File: src/rtl/midi_pkg.sv
// midi_pkg: shared types and constants for the MIDI message parser.
// Holds the parser FSM state enum, status nibble constants, the real-time
// threshold and the packed message record handed to the synthesizer core.
package midi_pkg;

  typedef enum logic [1:0] {
    S_REQ  = 2'd0,
    S_LAT  = 2'd1,
    S_EMIT = 2'd2
  } state_t;

  localparam logic [3:0] NOTE_OFF = 4'h8;
  localparam logic [3:0] NOTE_ON  = 4'h9;
  localparam logic [3:0] POLY_AT  = 4'hA;
  localparam logic [3:0] CC       = 4'hB;
  localparam logic [3:0] PROG     = 4'hC;
  localparam logic [3:0] CH_AT    = 4'hD;
  localparam logic [3:0] PITCH    = 4'hE;
  localparam logic [3:0] SYS_NIB  = 4'hF;

  localparam logic [7:0] RT_THRESH = 8'hF8;

  typedef struct packed {
    logic [7:0] status;
    logic [6:0] data1;
    logic [6:0] data2;
    logic [1:0] len;
  } midi_msg_t;

  // Program change and channel aftertouch carry one data byte, the rest two.
  function automatic logic [1:0] chan_len(input logic [3:0] nib);
    return ((nib == PROG) || (nib == CH_AT)) ? 2'd1 : 2'd2;
  endfunction

endpackage

File: src/rtl/midi_status_decode.sv
// midi_status_decode: purely combinational byte classifier.
// Splits a raw MIDI byte into real-time, channel status, system (SysEx /
// system common) or data, and reports the data length of channel messages.
import midi_pkg::*;

module midi_status_decode (
  input  logic [7:0] din,
  output logic       is_rt,
  output logic       is_chan,
  output logic       is_sys,
  output logic       is_data,
  output logic [1:0] expected_len
);

  // Classify the byte; the four categories are mutually exclusive and cover every value.
  always_comb begin
    is_rt        = (din >= RT_THRESH);
    is_data      = ~din[7];
    is_sys       = (din[7:4] == SYS_NIB) && (din < RT_THRESH);
    is_chan      = din[7] && (din[7:4] != SYS_NIB);
    expected_len = chan_len(din[7:4]);
  end

endmodule

File: src/rtl/midi_msg_parser.sv
// midi_msg_parser: pops bytes from the receiver FIFO, assembles channel-voice
// and real-time messages and presents them one at a time on valid/ready.
// Optional feature macro: MIDI_RUNNING_STATUS_EN keeps the channel status
// alive after a message so further data bytes reuse it; without it every
// channel message needs a fresh status byte.
import midi_pkg::*;

module midi_msg_parser #(
  parameter int DROP_CNT_W = 8
) (
  input  logic                  clk,
  input  logic                  reset,
  input  logic [7:0]            fifo_dout,
  input  logic                  fifo_empty,
  output logic                  fifo_rd_en,
  output logic                  msg_valid,
  input  logic                  msg_ready,
  output logic [7:0]            msg_status,
  output logic [6:0]            msg_data1,
  output logic [6:0]            msg_data2,
  output logic [1:0]            msg_len,
  output logic [DROP_CNT_W-1:0] drop_cnt
);

  state_t                state;
  state_t                next_state;

  logic                  is_rt;
  logic                  is_chan;
  logic                  is_sys;
  logic                  is_data;
  logic [1:0]            dec_len;

  logic [7:0]            run_status;
  logic                  run_valid;
  logic                  discard;
  logic [1:0]            data_cnt;
  logic [1:0]            exp_len;
  logic [6:0]            data1_hold;
  midi_msg_t             msg_q;
  logic [DROP_CNT_W-1:0] drop_q;

  logic                  data_ok;
  logic                  msg_done;

  midi_status_decode u_decode (
    .din          (fifo_dout),
    .is_rt        (is_rt),
    .is_chan      (is_chan),
    .is_sys       (is_sys),
    .is_data      (is_data),
    .expected_len (dec_len)
  );

  // A data byte is usable only under a live running status outside a SysEx block;
  // a message completes on any real-time byte or on the last data byte expected.
  always_comb begin
    data_ok  = is_data && run_valid && !discard;
    msg_done = is_rt || (data_ok && ((data_cnt + 2'd1) == exp_len));
  end

  // State register.
  always_ff @(posedge clk or negedge reset) begin
    if (!reset) state <= S_REQ;
    else        state <= next_state;
  end

  // Next-state logic: request, classify the popped byte, then hold until accepted.
  always_comb begin
    next_state = state;
    case (state)
      S_REQ:   if (!fifo_empty) next_state = S_LAT;
      S_LAT:   next_state = msg_done ? S_EMIT : S_REQ;
      S_EMIT:  if (msg_ready) next_state = S_REQ;
      default: next_state = S_REQ;
    endcase
  end

  // Outputs: the pop strobe depends only on state and the empty flag (never on
  // msg_ready) and is held low while reset is asserted.
  always_comb begin
    fifo_rd_en = reset && (state == S_REQ) && !fifo_empty;
    msg_valid  = (state == S_EMIT);
    msg_status = msg_q.status;
    msg_data1  = msg_q.data1;
    msg_data2  = msg_q.data2;
    msg_len    = msg_q.len;
    drop_cnt   = drop_q;
  end

  // Byte classification and message assembly, done in the cycle after the pop.
  // The message record is only written on the way into S_EMIT, so it stays
  // stable while the consumer stalls.
  always_ff @(posedge clk or negedge reset) begin
    if (!reset) begin
      run_status <= '0;
      run_valid  <= 1'b0;
      discard    <= 1'b0;
      data_cnt   <= '0;
      exp_len    <= '0;
      data1_hold <= '0;
      msg_q      <= '0;
      drop_q     <= '0;
    end else if (state == S_LAT) begin
      if (is_rt) begin
        msg_q <= '{fifo_dout, 7'd0, 7'd0, 2'd0};
      end else if (is_chan) begin
        run_status <= fifo_dout;
        run_valid  <= 1'b1;
        exp_len    <= dec_len;
        data_cnt   <= '0;
        discard    <= 1'b0;
      end else if (is_sys) begin
        run_valid <= 1'b0;
        discard   <= 1'b1;
        data_cnt  <= '0;
      end else if (data_ok) begin
        if (data_cnt == 2'd0) begin
          data1_hold <= fifo_dout[6:0];
          if (exp_len == 2'd1) begin
            msg_q    <= '{run_status, fifo_dout[6:0], 7'd0, 2'd1};
            data_cnt <= '0;
`ifndef MIDI_RUNNING_STATUS_EN
            run_valid <= 1'b0;
`endif
          end else begin
            data_cnt <= 2'd1;
          end
        end else begin
          msg_q    <= '{run_status, data1_hold, fifo_dout[6:0], 2'd2};
          data_cnt <= '0;
`ifndef MIDI_RUNNING_STATUS_EN
          run_valid <= 1'b0;
`endif
        end
      end else if (drop_q != '1) begin
        drop_q <= drop_q + DROP_CNT_W'(1);
      end
    end
  end

endmodule

File: config.mk
export PLATFORM = sky130hd
export DESIGN_NAME = midi_msg_parser
export DESIGN_NICKNAME = d
export VERILOG_FILES = /design/src/rtl/midi_pkg.sv /design/src/rtl/midi_status_decode.sv /design/src/rtl/midi_msg_parser.sv
export SDC_FILE = /design/constraint.sdc
export NUM_CORES = 1
export LEC_CHECK = 0
export ABC_AREA = 1
export CAP_MARGIN = 30
export CORE_MARGIN = 4
export CORE_UTILIZATION = 48
export DETAILED_ROUTE_END_ITERATION = 8
export PLACE_DENSITY = 0.78
export SYNTH_ARGS = -nofsm -noshare
export SYNTH_HDL_FRONTEND = slang
export SYNTH_SLANG_ARGS = --single-unit
File: constraint.sdc
create_clock -name clk -period 1.54 [get_ports clk]
set_input_delay 0.385 -clock clk [delete_from_list [all_inputs] [get_ports clk]]
set_output_delay 0.385 -clock clk [all_outputs]
set_load 0.01 [all_outputs]
== Word level (Yosys, flattened, before mapping) ==
Index checks and enable logic that the tools add are counted.
Word-level totals
  register bits: 55
  output and inout bits: 34
  logic and storage cells: 83
Operators by class
  add/subtract/negate cells: 2
  magnitude comparators: 2
  equal/unequal tests: 15
  muxes and demuxes: 23
  bitwise logic cells: 5
  reduce and logical (&&, ||, !) cells: 24
Operator list (number)
  24-bit 2-to-1 mux: 6
  2-bit 2-to-1 mux: 8
  4-bit == test, second input constant: 3
  6-bit AND reduction: 2
  3-bit AND reduction: 3
  8-bit by 1-bit adder with 8-bit output, second input constant: 1
  8-bit greater-or-equal comparator, second input constant: 1
  8-bit less-than comparator, second input constant: 1
  1-bit 2-to-1 mux: 8
  8-bit != test, second input constant: 1
  1-bit logical AND: 7
  2-bit != test, second input constant: 3
  2-bit one-hot mux with 3 select lines: 1
  1-bit NOT: 5
  5-bit AND reduction: 1
  2-bit by 1-bit == test with 1-bit output, second input constant: 2
  2-bit logical NOT: 2
  4-bit by 3-bit != test with 1-bit output, second input constant: 1
  4-bit != test, second input constant: 1
  4-bit AND reduction: 1
  2-bit nonzero test: 2
  3-bit by 2-bit != test with 1-bit output, second input constant: 1
  3-bit nonzero test: 1
  2-bit by 1-bit adder with 2-bit output, second input constant: 1
  other kinds (6): 8

== Logic depth before layout (Yosys ltp) ==
  depth after elaboration: 7
  mapped depth: 9

== Hierarchy ==
Synthesis repeated with hierarchy kept, for this count alone.
Second synthesis, totals
  cell total of the unflattened synthesis: 342
  area total of the unflattened synthesis: 2710.1 um^2
Modules (own cells, without submodules)
  midi_msg_parser: times used 1, cells an instance 332, area each 2667.6 um^2
  midi_status_decode: times used 1, cells an instance 10, area each 42.5 um^2

== Worst setup path before layout ==
No wires, ideal clock.
  kind: register to register
  start: register drop_q[0], in the netlist drop_cnt[0]
  end: register drop_q[0], in the netlist drop_cnt[0]
  arrival time: 1331 ps
  required time: 1475 ps
  path slack: 144 ps
  stages on the path, launching flop included: 7
  path buffers: 0
  clock period less this slack: 1396 ps
  cell sequence: dfrtp_1 > ha_1 > nand3_1 > nor2_1 > a21oi_1 > nand2_1 > nand2_1
Between the ends
  longest elaborated chain between the ends: 2
RTL lines
  start, declared: RTL line midi_msg_parser.sv:41  | logic [DROP_CNT_W-1:0] drop_q;
  start signal, assigned: RTL line midi_msg_parser.sv:137  | drop_q <= drop_q + DROP_CNT_W'(1);
  branches (longest 2 deep; another with 8-bit by 1-bit adder with 8-bit output)
Parallel ways; which one is timed is not known.
A chain may end at the register's enable or synchronous reset.

== Worst setup path after layout ==
  start: input port fifo_empty
  end: output port fifo_rd_en
Between the ends
  longest elaborated chain between the ends: 2
RTL lines
  start, declared: RTL line midi_msg_parser.sv:14  | input logic fifo_empty,
  1-bit logical NOT: RTL line midi_msg_parser.sv:82  | fifo_rd_en = reset && (state == S_REQ) && !fifo_empty;
  1-bit logical AND: RTL line midi_msg_parser.sv:82
  end, declared: RTL line midi_msg_parser.sv:15  | output logic fifo_rd_en,
Every way passes these cells.

==> summary.md <==
| Metric | Value |
|---|---|
| Run status | `completed` |
| DIE AREA | `0.00666 sq mm` |
| Max Fanout on Critical Path | `2` |
| Total vias in the final route | `2464` |
| Final Slew Violations | `0` |
| Setup repair after global routing missed its margin | `true` |
| Wire length after detailed routing | `6.43 mm` |
| Required time at the endpoint of the critical path | `1150 ps` |
| Top-level I/O count | `46` |
| Final setup vio count | `0` |
| Share of the yosys chip area belonging to registers | `51.9%` |
| Top post-synthesis cells by area | `sky130_fd_sc_hd__dfrtp_1 (52%), sky130_fd_sc_hd__nand2_1 (21%), sky130_fd_sc_hd__o21ai_0 (5.2%)` |
| Total track usage | `21.0%` |
| Worst setup skew after layout | `4.23 ps` |
| Number of detailed-routing iterations run before antenna repair | `5` |
| Highest ir drop seen on vdd | `0.000683 V` |
| Synthesized area per cell | `7.76 sq um` |
| Clock latency of the later-clocked register in the worst-skew pair | `310 ps` |
| H-tree Lvls | `2` |
| Max Fclk | `659 MHz` |
| Post-synthesis register bit count | `54` |
| Ant diodes | `0` |
| Max-cap violations | `0` |
| DR WL/cell | `13.4 um` |
| Crit path launch type | `input port` |
| First-pass GRT wire length | `10.7 mm` |
| Number of clock buffers inserted by TritonCTS | `5` |
| Worst EP arrival | `1130 ps` |
| Count of port buffers added during placement | `45` |
| Final weighted congestion of routability-driven global placement | `0.834` |
| Leakage power summed over all cells | `1.91 nW` |
| Clk pin slew, worst setup/hold paths | `100 ps` |
| Dpl ws | `-405 ps` |
| Setup TNS | `0 ps` |
| Total of hold buffers inserted after clock tree synthesis | `0` |
| Power per standard cell area | `1530 mW/mm^2` |
| Worst slew margin relative to its limit | `55.4%` |
| Antenna Nets Post-Route | `0` |
| Cell variety after synth | `25` |
| Core Rows | `26` |
| Share of cells above drive strength 1 | `15.8%` |
| Die X-Extent | `81.6 um` |
| Detailed Route Iter0 Violations | `211` |
| Cell type with the highest aggregate area in the netlist | `sky130_fd_sc_hd__dfrtp_1` |
| Fin. Hold Viols | `0` |
| Cell Area, Synth | `0.00260 sq mm` |
| Crit share post-route | `98.5%` |
| Ratio of routed vias to standard cells | `5.12` |
| Relative area change from synthesis to final layout | `32.6%` |
| Crit path setup slack, layout | `22.4 ps` |
| Class of the tightest hold or removal check | `input port to async pin` |
| Critical path class | `input port to output port` |
| Clock tree from TritonCTS | `done` |
| Clock root buffer | `sky130_fd_sc_hd__clkbuf_8` |
| Overflow after GRT | `0` |
| CTS sink cnt | `54` |
| Worst Tran Pin Value | `669 ps` |
| Placeable core region | `0.00517 sq mm` |
| Crit path time final | `1520 ps` |
| Initial antenna violation count | `0` |
| Via count of the first global-routing pass | `2222` |
| Largest net degree at the start of global routing | `55` |
| Vertical extent of the die | `81.6 um` |
| Syn. warnings | `0` |
| Drt drc | `0` |
| Filler cell count | `434` |
| Nets | `423` |
| Effective utilization at floorplan | `50.3%` |
| Post-Synthesis Net Count | `348` |
| Hold WS | `298 ps` |
| Endpoint class of the critical path | `output port` |
| Deepest clock path buffer count | `2` |
| Synthesized instance count | `335` |
| Share of Yosys cell area claimed by the top area cell type | `51.9%` |
| HPWL after DPL | `4.38 mm` |
## synth_stat cells
| cell type | n |
|---|---|
| sky130_fd_sc_hd__a21oi_1 | 10 |
| sky130_fd_sc_hd__o21ai_1 | 1 |
| sky130_fd_sc_hd__and2_1 | 1 |
| sky130_fd_sc_hd__nor2_2 | 2 |
| sky130_fd_sc_hd__dfrtp_1 | 54 |
| sky130_fd_sc_hd__nand3_1 | 26 |
| sky130_fd_sc_hd__buf_6 | 3 |
| sky130_fd_sc_hd__xnor2_1 | 1 |
| sky130_fd_sc_hd__nand2_2 | 1 |
| sky130_fd_sc_hd__clkbuf_1 | 4 |
| sky130_fd_sc_hd__ha_1 | 1 |
| sky130_fd_sc_hd__buf_4 | 3 |
| sky130_fd_sc_hd__inv_1 | 27 |
| sky130_fd_sc_hd__inv_2 | 1 |
| sky130_fd_sc_hd__nand4_1 | 9 |
| sky130_fd_sc_hd__nor3_1 | 1 |
| sky130_fd_sc_hd__nor3b_1 | 1 |
| sky130_fd_sc_hd__nor2_1 | 9 |
| sky130_fd_sc_hd__o21ai_0 | 27 |
| sky130_fd_sc_hd__nand2_1 | 143 |
| sky130_fd_sc_hd__nand3b_1 | 2 |
| sky130_fd_sc_hd__buf_2 | 4 |
| sky130_fd_sc_hd__clkinv_1 | 1 |
| sky130_fd_sc_hd__nand2_4 | 1 |
| sky130_fd_sc_hd__xor2_1 | 2 |
## worst paths after layout
path                       cells past startpoint                 startpoint  slack, ps                         to
max                                            3                 fifo_empty         20                 fifo_rd_en
min                                            2                      reset        300   msg_data2[5]$_DFFE_PN0P_
max reg2reg                                    9    drop_cnt[1]$_DFFE_PN0P_        120    drop_cnt[4]$_DFFE_PN0P_
min reg2reg                                    2  run_status[7]$_DFFE_PN0P_        460  run_status[7]$_DFFE_PN0P_
max in group asynchronous                      2                      reset        800     msg_len[0]$_DFFE_PN0P_
min in group clk                               2  run_status[7]$_DFFE_PN0P_        460  run_status[7]$_DFFE_PN0P_
## placed cells by master, fill, tap and decap left out, types with 3 or more instances in the layout
cell                              synthesis  layout
sky130_fd_sc_hd__nor2_2                   2       3
sky130_fd_sc_hd__nand2_1                143     139
sky130_fd_sc_hd__clkbuf_8                 0       5
sky130_fd_sc_hd__o21ai_0                 27      24
sky130_fd_sc_hd__dlygate4sd2_1            0      32
sky130_fd_sc_hd__o21ai_1                  1       3
sky130_fd_sc_hd__nand4_1                  9       9
sky130_fd_sc_hd__nor2_1                   9       7
sky130_fd_sc_hd__nand2_2                  1       4
sky130_fd_sc_hd__dfrtp_1                 54      54
sky130_fd_sc_hd__inv_1                   27      25
sky130_fd_sc_hd__a21oi_1                 10      10
sky130_fd_sc_hd__inv_2                    1       3
sky130_fd_sc_hd__clkdlybuf4s50_1          0      10
sky130_fd_sc_hd__buf_4                    3      34
sky130_fd_sc_hd__nand3_1                 26      26
## critical path: stages
cell and delay [ps]:
sky130_fd_sc_hd__clkdlybuf4s50_1 430, sky130_fd_sc_hd__nor3b_2 170, sky130_fd_sc_hd__buf_2 140
## metal layers
layer  routed length (um)  GRT usage [%]  up-vias
li1                     -              -     1209
met1                 2760           28.2     1170
met2                 3210           34.6       75
met3                  341           3.07       10
met4                  129           7.64        0
met5                    0              0        -
## cell type report
type                            instances  area [sq um]  share of cell area, %
Clock buffer                            5          68.8                   2.00
Clock inverter                          3          40.0                   1.16
Tap cell                               70          87.6                   2.54
Sequential cell                        54          1350                   39.2
Timing Repair Buffer                   82           693                   20.1
Inverter                               29           113                   3.27
Multi-Input combinational cell        238          1090                   31.7
## metrics by stage
stage	power (W)	utilization, %	instances	area [sq um]
after floorplan	0.00334	-	335	2600
after global placement	0.00442	63.6	467	3290
after detailed placement	0.00450	63.6	467	3290
after CTS	0.00525	65.7	480	3400
after global routing	0.00568	66.7	481	3450
final	0.00526	66.7	481	3450
## where the power goes
group / internal, W / switching, W
Sequential: 0.00196 / 0.000272
Combinational: 0.000912 / 0.00118
Clock: 0.000479 / 0.000463
## repair_timing
action,CTS,global route
pin swaps,0,4
gates resized for setup,38,21
setup buffers,5,1
endpoints found under the setup margin,35,40
## flip-flops by register name, indices dropped and copies added (netlist names)
name and cells:
msg_len 2, exp_len 2, msg_data1 7, msg_data2 7, drop_cnt 8, state 2, data1_hold 7, run_status 8
data_cnt 1, discard 1, run_valid 1, msg_status 8
## cells by family after synthesis
kind of cell | after synthesis | share of synthesized area (%)
buffers and inverters | 43 | 7.70
flip-flops | 54 | 51.9
XOR/XNOR | 3 | 1.01
AO/OA/AOI/OAI | 38 | 7.31
adder cells (fa/ha/maj) | 1 | 0.481
AND/OR/NAND/NOR | 196 | 31.6
No activity file was read; power rests on OpenSTA's default activity.
